===== config.mk =====
export PLATFORM = sky130hd
export DESIGN_NAME = xcom_rx_arb_flat
export DESIGN_NICKNAME = d
export VERILOG_FILES = /design/src/rtl/xcom_rx_arb_if.sv /design/src/rtl/xcom_rx_arb.sv /design/src/flat_wrapper.sv
export SDC_FILE = /design/constraint.sdc
export NUM_CORES = 1
export LEC_CHECK = 0
export ABC_AREA = 1
export CORE_AREA = 2 2 90 92
export CTS_CLUSTER_DIAMETER = 120
export DETAILED_ROUTE_END_ITERATION = 8
export DIE_AREA = 0 0 92 94
export PLACE_DENSITY = 0.81
export SLEW_MARGIN = 20
export SYNTH_ARGS = -nofsm -noshare
export SYNTH_HDL_FRONTEND = slang
export SYNTH_SLANG_ARGS = --single-unit

===== constraint.sdc =====
create_clock -name x_clk_i -period 1.86 [get_ports x_clk_i]
set_clock_uncertainty 0.2 [all_clocks]
set_input_delay 0.186 -clock x_clk_i [delete_from_list [all_inputs] [get_ports x_clk_i]]
set_output_delay 0.186 -clock x_clk_i [all_outputs]
set_load 0.01 [all_outputs]

===== src/rtl/xcom_rx_arb_if.sv =====
// Signal bundle between the xcom link receivers, the rx arbiter and the
// downstream req/ack synchronizer stage.
interface xcom_rx_arb_if #(
    parameter int CH = 2,
    parameter int CW = 4,
    parameter int DW = 32
);
    logic               en_i;
    logic [CH-1:0]      rx_req_i;
    logic [CH-1:0]      rx_ack_o;
    logic [CH*CW-1:0]   rx_cmd_i;
    logic [CH*DW-1:0]   rx_dt_i;
    logic               out_req_o;
    logic               out_ack_i;
    logic [CW-1:0]      out_cmd_o;
    logic [DW-1:0]      out_dt_o;
    logic [3:0]         out_id_o;
    logic [1:0]         arb_st_do;
    logic [15:0]        xfer_cnt_do;

    modport slave (
        input  en_i, rx_req_i, rx_cmd_i, rx_dt_i, out_ack_i,
        output rx_ack_o, out_req_o, out_cmd_o, out_dt_o, out_id_o,
               arb_st_do, xfer_cnt_do
    );

    modport master (
        output en_i, rx_req_i, rx_cmd_i, rx_dt_i, out_ack_i,
        input  rx_ack_o, out_req_o, out_cmd_o, out_dt_o, out_id_o,
               arb_st_do, xfer_cnt_do
    );
endinterface


===== src/rtl/xcom_rx_arb.sv =====
// Round-robin arbiter: picks one of CH four-phase link requests, latches its
// command and forwards it over a single four-phase handshake downstream.
module xcom_rx_arb #(
    parameter int CH = 2,
    parameter int CW = 4,
    parameter int DW = 32
) (
    input  logic          x_clk_i,
    input  logic          x_rst_ni,
    xcom_rx_arb_if.slave  bus
);
    localparam int PW = (CH > 1) ? $clog2(CH) : 1;

    typedef enum logic [1:0] {
        ST_IDLE = 2'd0,
        ST_REQ  = 2'd1,
        ST_REL  = 2'd2
    } st_e;

    st_e             r_st,  w_st;
    logic [PW-1:0]   r_ptr, w_ptr;
    logic [PW-1:0]   r_sel, w_sel;
    logic            r_req, w_req;
    logic [CH-1:0]   r_ack, w_ack;
    logic [CW-1:0]   r_cmd, w_cmd;
    logic [DW-1:0]   r_dt,  w_dt;
    logic [3:0]      r_id,  w_id;
    logic [15:0]     r_cnt, w_cnt;

    logic            w_gnt_vld;
    logic [PW-1:0]   w_gnt_idx;
    logic [PW:0]     w_sum;
    logic [PW-1:0]   w_cand;

    // Scan ptr+1 .. ptr+CH (mod CH); the first requester found wins.
    always_comb begin
        w_gnt_vld = 1'b0;
        w_gnt_idx = '0;
        w_sum     = '0;
        w_cand    = '0;
        for (int i = 1; i <= CH; i++) begin
            w_sum = {1'b0, r_ptr} + (PW+1)'(i);
            if (w_sum >= (PW+1)'(CH))
                w_sum = w_sum - (PW+1)'(CH);
            w_cand = w_sum[PW-1:0];
            if (!w_gnt_vld && bus.rx_req_i[w_cand]) begin
                w_gnt_vld = 1'b1;
                w_gnt_idx = w_cand;
            end
        end
    end

    always_comb begin
        w_st  = r_st;
        w_ptr = r_ptr;
        w_sel = r_sel;
        w_req = r_req;
        w_ack = r_ack;
        w_cmd = r_cmd;
        w_dt  = r_dt;
        w_id  = r_id;
        w_cnt = r_cnt;
        case (r_st)
            ST_IDLE: begin
                // A lingering downstream ack means the previous handshake has
                // not fully returned to zero, so hold off the next grant.
                if (bus.en_i && w_gnt_vld && !bus.out_ack_i) begin
                    w_cmd = bus.rx_cmd_i[w_gnt_idx*CW +: CW];
                    w_dt  = bus.rx_dt_i[w_gnt_idx*DW +: DW];
                    w_id  = '0;
                    w_id[PW-1:0] = w_gnt_idx;
                    w_sel = w_gnt_idx;
                    w_req = 1'b1;
                    w_st  = ST_REQ;
                end
            end
            ST_REQ: begin
                if (bus.out_ack_i) begin
                    w_req        = 1'b0;
                    w_ack        = '0;
                    w_ack[r_sel] = 1'b1;
                    w_st         = ST_REL;
                end
            end
            ST_REL: begin
                if (!bus.out_ack_i && !bus.rx_req_i[r_sel]) begin
                    w_ack = '0;
                    w_ptr = r_sel;
                    w_cnt = r_cnt + 16'd1;
                    w_st  = ST_IDLE;
                end
            end
            default: begin
                w_req = 1'b0;
                w_ack = '0;
                w_st  = ST_IDLE;
            end
        endcase
    end

    always_ff @(posedge x_clk_i or negedge x_rst_ni) begin
        if (!x_rst_ni) begin
            r_st  <= ST_IDLE;
            r_ptr <= PW'(CH-1);
            r_sel <= '0;
            r_req <= 1'b0;
            r_ack <= '0;
            r_cmd <= '0;
            r_dt  <= '0;
            r_id  <= '0;
            r_cnt <= '0;
        end else begin
            r_st  <= w_st;
            r_ptr <= w_ptr;
            r_sel <= w_sel;
            r_req <= w_req;
            r_ack <= w_ack;
            r_cmd <= w_cmd;
            r_dt  <= w_dt;
            r_id  <= w_id;
            r_cnt <= w_cnt;
        end
    end

    assign bus.rx_ack_o    = r_ack;
    assign bus.out_req_o   = r_req;
    assign bus.out_cmd_o   = r_cmd;
    assign bus.out_dt_o    = r_dt;
    assign bus.out_id_o    = r_id;
    assign bus.arb_st_do   = r_st;
    assign bus.xfer_cnt_do = r_cnt;
endmodule


===== src/flat_wrapper.sv =====
// flat-port wrapper written by rule: the top's interface ports become plain ports
module xcom_rx_arb_flat 
#(
    parameter int CH = 2,
    parameter int CW = 4,
    parameter int DW = 32
)
  (x_clk_i, x_rst_ni, bus_en_i, bus_rx_req_i, bus_rx_cmd_i, bus_rx_dt_i, bus_out_ack_i, bus_rx_ack_o, bus_out_req_o, bus_out_cmd_o, bus_out_dt_o, bus_out_id_o, bus_arb_st_do, bus_xfer_cnt_do);
  xcom_rx_arb_if #(.CH(CH), .CW(CW), .DW(DW)) bus_i ();
  input  logic x_clk_i;
  input  logic x_rst_ni;
  input wire logic [$bits(bus_i.en_i)-1:0] bus_en_i;
  input wire logic [$bits(bus_i.rx_req_i)-1:0] bus_rx_req_i;
  input wire logic [$bits(bus_i.rx_cmd_i)-1:0] bus_rx_cmd_i;
  input wire logic [$bits(bus_i.rx_dt_i)-1:0] bus_rx_dt_i;
  input wire logic [$bits(bus_i.out_ack_i)-1:0] bus_out_ack_i;
  output wire logic [$bits(bus_i.rx_ack_o)-1:0] bus_rx_ack_o;
  output wire logic [$bits(bus_i.out_req_o)-1:0] bus_out_req_o;
  output wire logic [$bits(bus_i.out_cmd_o)-1:0] bus_out_cmd_o;
  output wire logic [$bits(bus_i.out_dt_o)-1:0] bus_out_dt_o;
  output wire logic [$bits(bus_i.out_id_o)-1:0] bus_out_id_o;
  output wire logic [$bits(bus_i.arb_st_do)-1:0] bus_arb_st_do;
  output wire logic [$bits(bus_i.xfer_cnt_do)-1:0] bus_xfer_cnt_do;
  assign bus_i.en_i = bus_en_i;
  assign bus_i.rx_req_i = bus_rx_req_i;
  assign bus_i.rx_cmd_i = bus_rx_cmd_i;
  assign bus_i.rx_dt_i = bus_rx_dt_i;
  assign bus_i.out_ack_i = bus_out_ack_i;
  assign bus_rx_ack_o = bus_i.rx_ack_o;
  assign bus_out_req_o = bus_i.out_req_o;
  assign bus_out_cmd_o = bus_i.out_cmd_o;
  assign bus_out_dt_o = bus_i.out_dt_o;
  assign bus_out_id_o = bus_i.out_id_o;
  assign bus_arb_st_do = bus_i.arb_st_do;
  assign bus_xfer_cnt_do = bus_i.xfer_cnt_do;
  xcom_rx_arb #(.CH(CH), .CW(CW), .DW(DW)) u_core (.x_clk_i(x_clk_i), .x_rst_ni(x_rst_ni), .bus(bus_i));
endmodule

==> summary.md <==
| Metric | Value |
|---|---|
| Run status | `completed` |
| Worst min-delay path class | `input port to async pin` |
| Distinct cell type count after synthesis | `29` |
| Half-perimeter wire length after placement | `5990 um` |
| Number of cells upsized or downsized after cts | `0` |
| Post-synthesis register bit count | `59` |
| Number of placed I/O pins | `139` |
| Max clock buf depth | `2` |
| Die footprint | `0.008648 mm2` |
| Cell chain of the critical path | `clkdlybuf4s50_1` |
| Post-placement setup slack | `-0.1269 ns` |
| Most used DFF post-synth | `sky130_fd_sc_hd__dfrtp_1` |
| Logic gate share of total power | `43.6%` |
| Maximum fanout along the worst path | `6` |
| CTS buffer count | `9` |
| Most repeated cell in the gate-level netlist after synthesis | `sky130_fd_sc_hd__nand2_1` |
| Post-Synthesis Cell Area | `0.003039 mm2` |
| Storage element area | `0.001478 mm2` |
| Worst path slowest cell | `sky130_fd_sc_hd__clkdlybuf4s50_1` |
| Standard cell core area | `0.007607 mm2` |
| Area Overhead vs Synth | `55.33%` |
| Synth Instances | `364` |
| Leakage Power | `0.002112 uW` |
| Register-to-register setup slack | `0.20 ns` |
| TritonRoute pass-1 iters | `4` |
| Data required time of the worst path | `1.47 ns` |
| Fillers | `662` |
| Mapped Avg Cell Area | `8.349 um2` |
| DR DRC count | `0` |
| Total routed wirelength | `8073 um` |
| Crit Reg-Reg Startpoint | `u_core.r_ptr` |
| Max incr delay on CP | `0.58 ns` |
| Most area-consuming cells after synthesis | `sky130_fd_sc_hd__dfrtp_1, sky130_fd_sc_hd__nand2_1, sky130_fd_sc_hd__o211ai_1` |
| Top-area cell type share of the netlist area | `47.76%` |
| Reported net switching power | `1876 uW` |
| FF-to-FF End | `u_core.bus.out_dt_o[3]` |
| Remaining number of nets flagged by the antenna check after routing | `0` |
| Total count of max-transition violations in the final report | `0` |
| Number of vias after detailed routing | `2,951` |
| Critical path arrival | `1.35 ns` |
| Wire per inst | `13.13 um` |
| First-pass GRT wire length | `12,530 um` |
| Number of warnings issued by yosys | `0` |
| Worst-case reg-to-reg path depth | `6` |
| Final critical-path share of the clock period | `93.48%` |
| Vert. Die Dim | `94 um` |
| Top cell types by occurrence after synthesis | `sky130_fd_sc_hd__nand2_1, sky130_fd_sc_hd__dfrtp_1, sky130_fd_sc_hd__o211ai_1, sky130_fd_sc_hd__or2_2, sky130_fd_sc_hd__nor2_1` |
| Final design instance area without fill | `0.004721 mm2` |
| Via count of the first global-routing pass | `2,684` |
| Worst Setup Slack, final | `0.1212 ns` |
| Asr flop ratio synth | `100.0%` |
| RSZ-0062 raised after global routing | `no` |
| Total count of hold-check failures in the final report | `0` |
| Cell at the root of the clock tree | `sky130_fd_sc_hd__clkbuf_8` |
| Clock power share | `18.3%` |
| Number of buffers and inverters on the critical path | `1` |
| Pwr Density | `1184 mW/mm2` |
| Number of maximum-capacitance constraint violations | `0` |
| Post-synth EDFFs | `0` |
| Final setup violation count | `0` |
| Port buffer count | `135` |
| Clock transition at the registers of the reported paths | `0.07 ns` |
| Initial core utilization | `39.95%` |
| Antenna cells | `0` |
| Largest net degree at the start of global routing | `60` |
| TritonCTS clock tree | `done` |
| Weighted congestion at the end of routability-driven global placement | `0.8670` |
| Critical Setup Path Class | `register to primary output` |
| Final-stage net count | `587` |
| Cell class contributing the biggest share of worst-path delay | `buffers and inverters` |
| Sequential share of the synthesized area | `48.62%` |
| Clock sink count | `59` |
| Number of cell rows | `32` |
| Cell type with the highest aggregate area in the netlist | `sky130_fd_sc_hd__dfrtp_1` |
| Kind of start point of the critical path | `register` |
| Global-route usage over all layers | `18.36%` |
| Fraction of layout cells with a size suffix above 1 | `14.81%` |
| IR Drop Worst-Case VDD | `0.5193 mV` |
| Placed Instance Area | `0.004538 mm2` |
| Floorplan die width | `92 um` |
| Area of combinational cells with multiple inputs | `0.001360 mm2` |
| Initial DRC Count | `131` |
| Worst-skew pair later-pin latency | `0.32 ns` |
| Remaining Overflow, GRT | `0` |
| Min cycle time layout | `1.739 ns` |
| Internal power summed over all cells | `3714 uW` |
| Switching share of power | `33.56%` |
| Crit. End Element | `primary output` |
| Number of levels in the clock H-tree | `3` |
| Top achievable clock speed | `0.5751 GHz` |
| Sequential fraction of design power | `38.0%` |
| Initial antenna violation count | `0` |
| Via/cell ratio | `4.798` |
worst min-delay path, stage by stage:
cell and delay [ns]:
sky130_fd_sc_hd__dlygate4sd3_1 0.51, sky130_fd_sc_hd__buf_2 0.13, sky130_fd_sc_hd__buf_12 0.27
flip-flops by register name, summed over array words and instances, names as in the netlist:
name                    cells
u_core.bus.out_cmd_o        4
u_core.bus.arb_st_do        2
u_core.r_sel                1
u_core.bus.rx_ack_o         2
u_core.r_ptr                1
u_core.bus.xfer_cnt_do     16
u_core.bus.out_dt_o        32
u_core.bus.out_req_o        1
cells by family (layout without fill, tap and decap cells):
logic type               Yosys count  in the layout  share of synthesized area (%)
other                              1              3                         0.1234
XOR/XNOR                           7              7                          2.017
buffers and inverters             38            185                          6.875
AO/OA/AOI/OAI                     46             46                          10.54
flip-flops                        59             59                          48.62
adder cells (fa/ha/maj)            1              1                         0.4116
AND/OR/NAND/NOR                  212            212                          31.41
cells in the final DEF (no fill, tap or decap), drive strengths merged, types with 3 or more instances in the layout:
cell type,instances
xnor2,6
inv,19
nand4,6
nor2,19
nand3,10
conb,3
clkbuf,14
o211ai,36
o21ai,8
buf,15
clkdlybuf4s50,134
dfrtp,58
nand2,137
or2,37
power by group through the flow:
stage | Combinational, uW | Sequential, uW | Clock [uW]
finish | 2440 | 2120 | 1030
detailed placement | 2460 | 2120 | 0
floorplan | 844 | 2330 | 0
global placement | 2420 | 2120 | 0
CTS | 2470 | 2120 | 1050
global route | 2670 | 2190 | 1120
through the flow:
stage | hold slack, ns | utilization, % | power (uW) | std cells | TNS, ns
global route | 0.2452 | 62.06 | 5980 | 615 | 0
detailed placement | 0.02025 | 59.65 | 4589 | 598 | -2.017
finish | 0.1876 | 62.06 | 5589 | 615 | 0
global placement | 0.01190 | 59.65 | 4534 | 598 | -1.286
CTS | 0.2106 | 62.06 | 5642 | 615 | 0
floorplan | -0.3096 | - | 3169 | 366 | 0
worst max path at each step:
stage / startpoint / endpoint / slack, ns / cells after the start
floorplan: u_core.bus.xfer_cnt_do[0] / u_core.bus.xfer_cnt_do[10] / 0.33 / 6
global placement: bus_rx_req_i[1] / u_core.bus.out_dt_o[13] / -0.08 / 6
detailed placement: bus_rx_req_i[1] / u_core.bus.out_dt_o[19] / -0.13 / 6
CTS: u_core.bus.xfer_cnt_do[12] / bus_xfer_cnt_do[12] / 0.12 / 1
global route: u_core.bus.xfer_cnt_do[3] / bus_xfer_cnt_do[3] / 0.08 / 1
finish: u_core.bus.xfer_cnt_do[12] / bus_xfer_cnt_do[12] / 0.12 / 1
area by class of cell:
class | count | share of cell area (%)
clock buffer | 14 | 3.446
clock inverter | 2 | 0.2120
inverter | 19 | 1.511
multi-input combinational | 269 | 28.81
sequential | 59 | 31.30
tap | 102 | 2.703
timing repair buffer | 150 | 32.02
layer usage:
metal / vias to the layer above / share of wire (%) / track usage, %
met5: - / 0 / 0
met4: 0 / 1.2 / 6.716
met3: 11 / 6.9 / 3.933
met2: 116 / 51 / 32.11
met1: 1361 / 41 / 22.37
li1: 1463 / - / -
repair_timing:
item | CTS | global route
endpoints found under the hold margin | 59 | 0
setup buffers | 0 | 0
hold buffers | 1 | 0
Note: power is estimated with default switching activity, not from simulation.
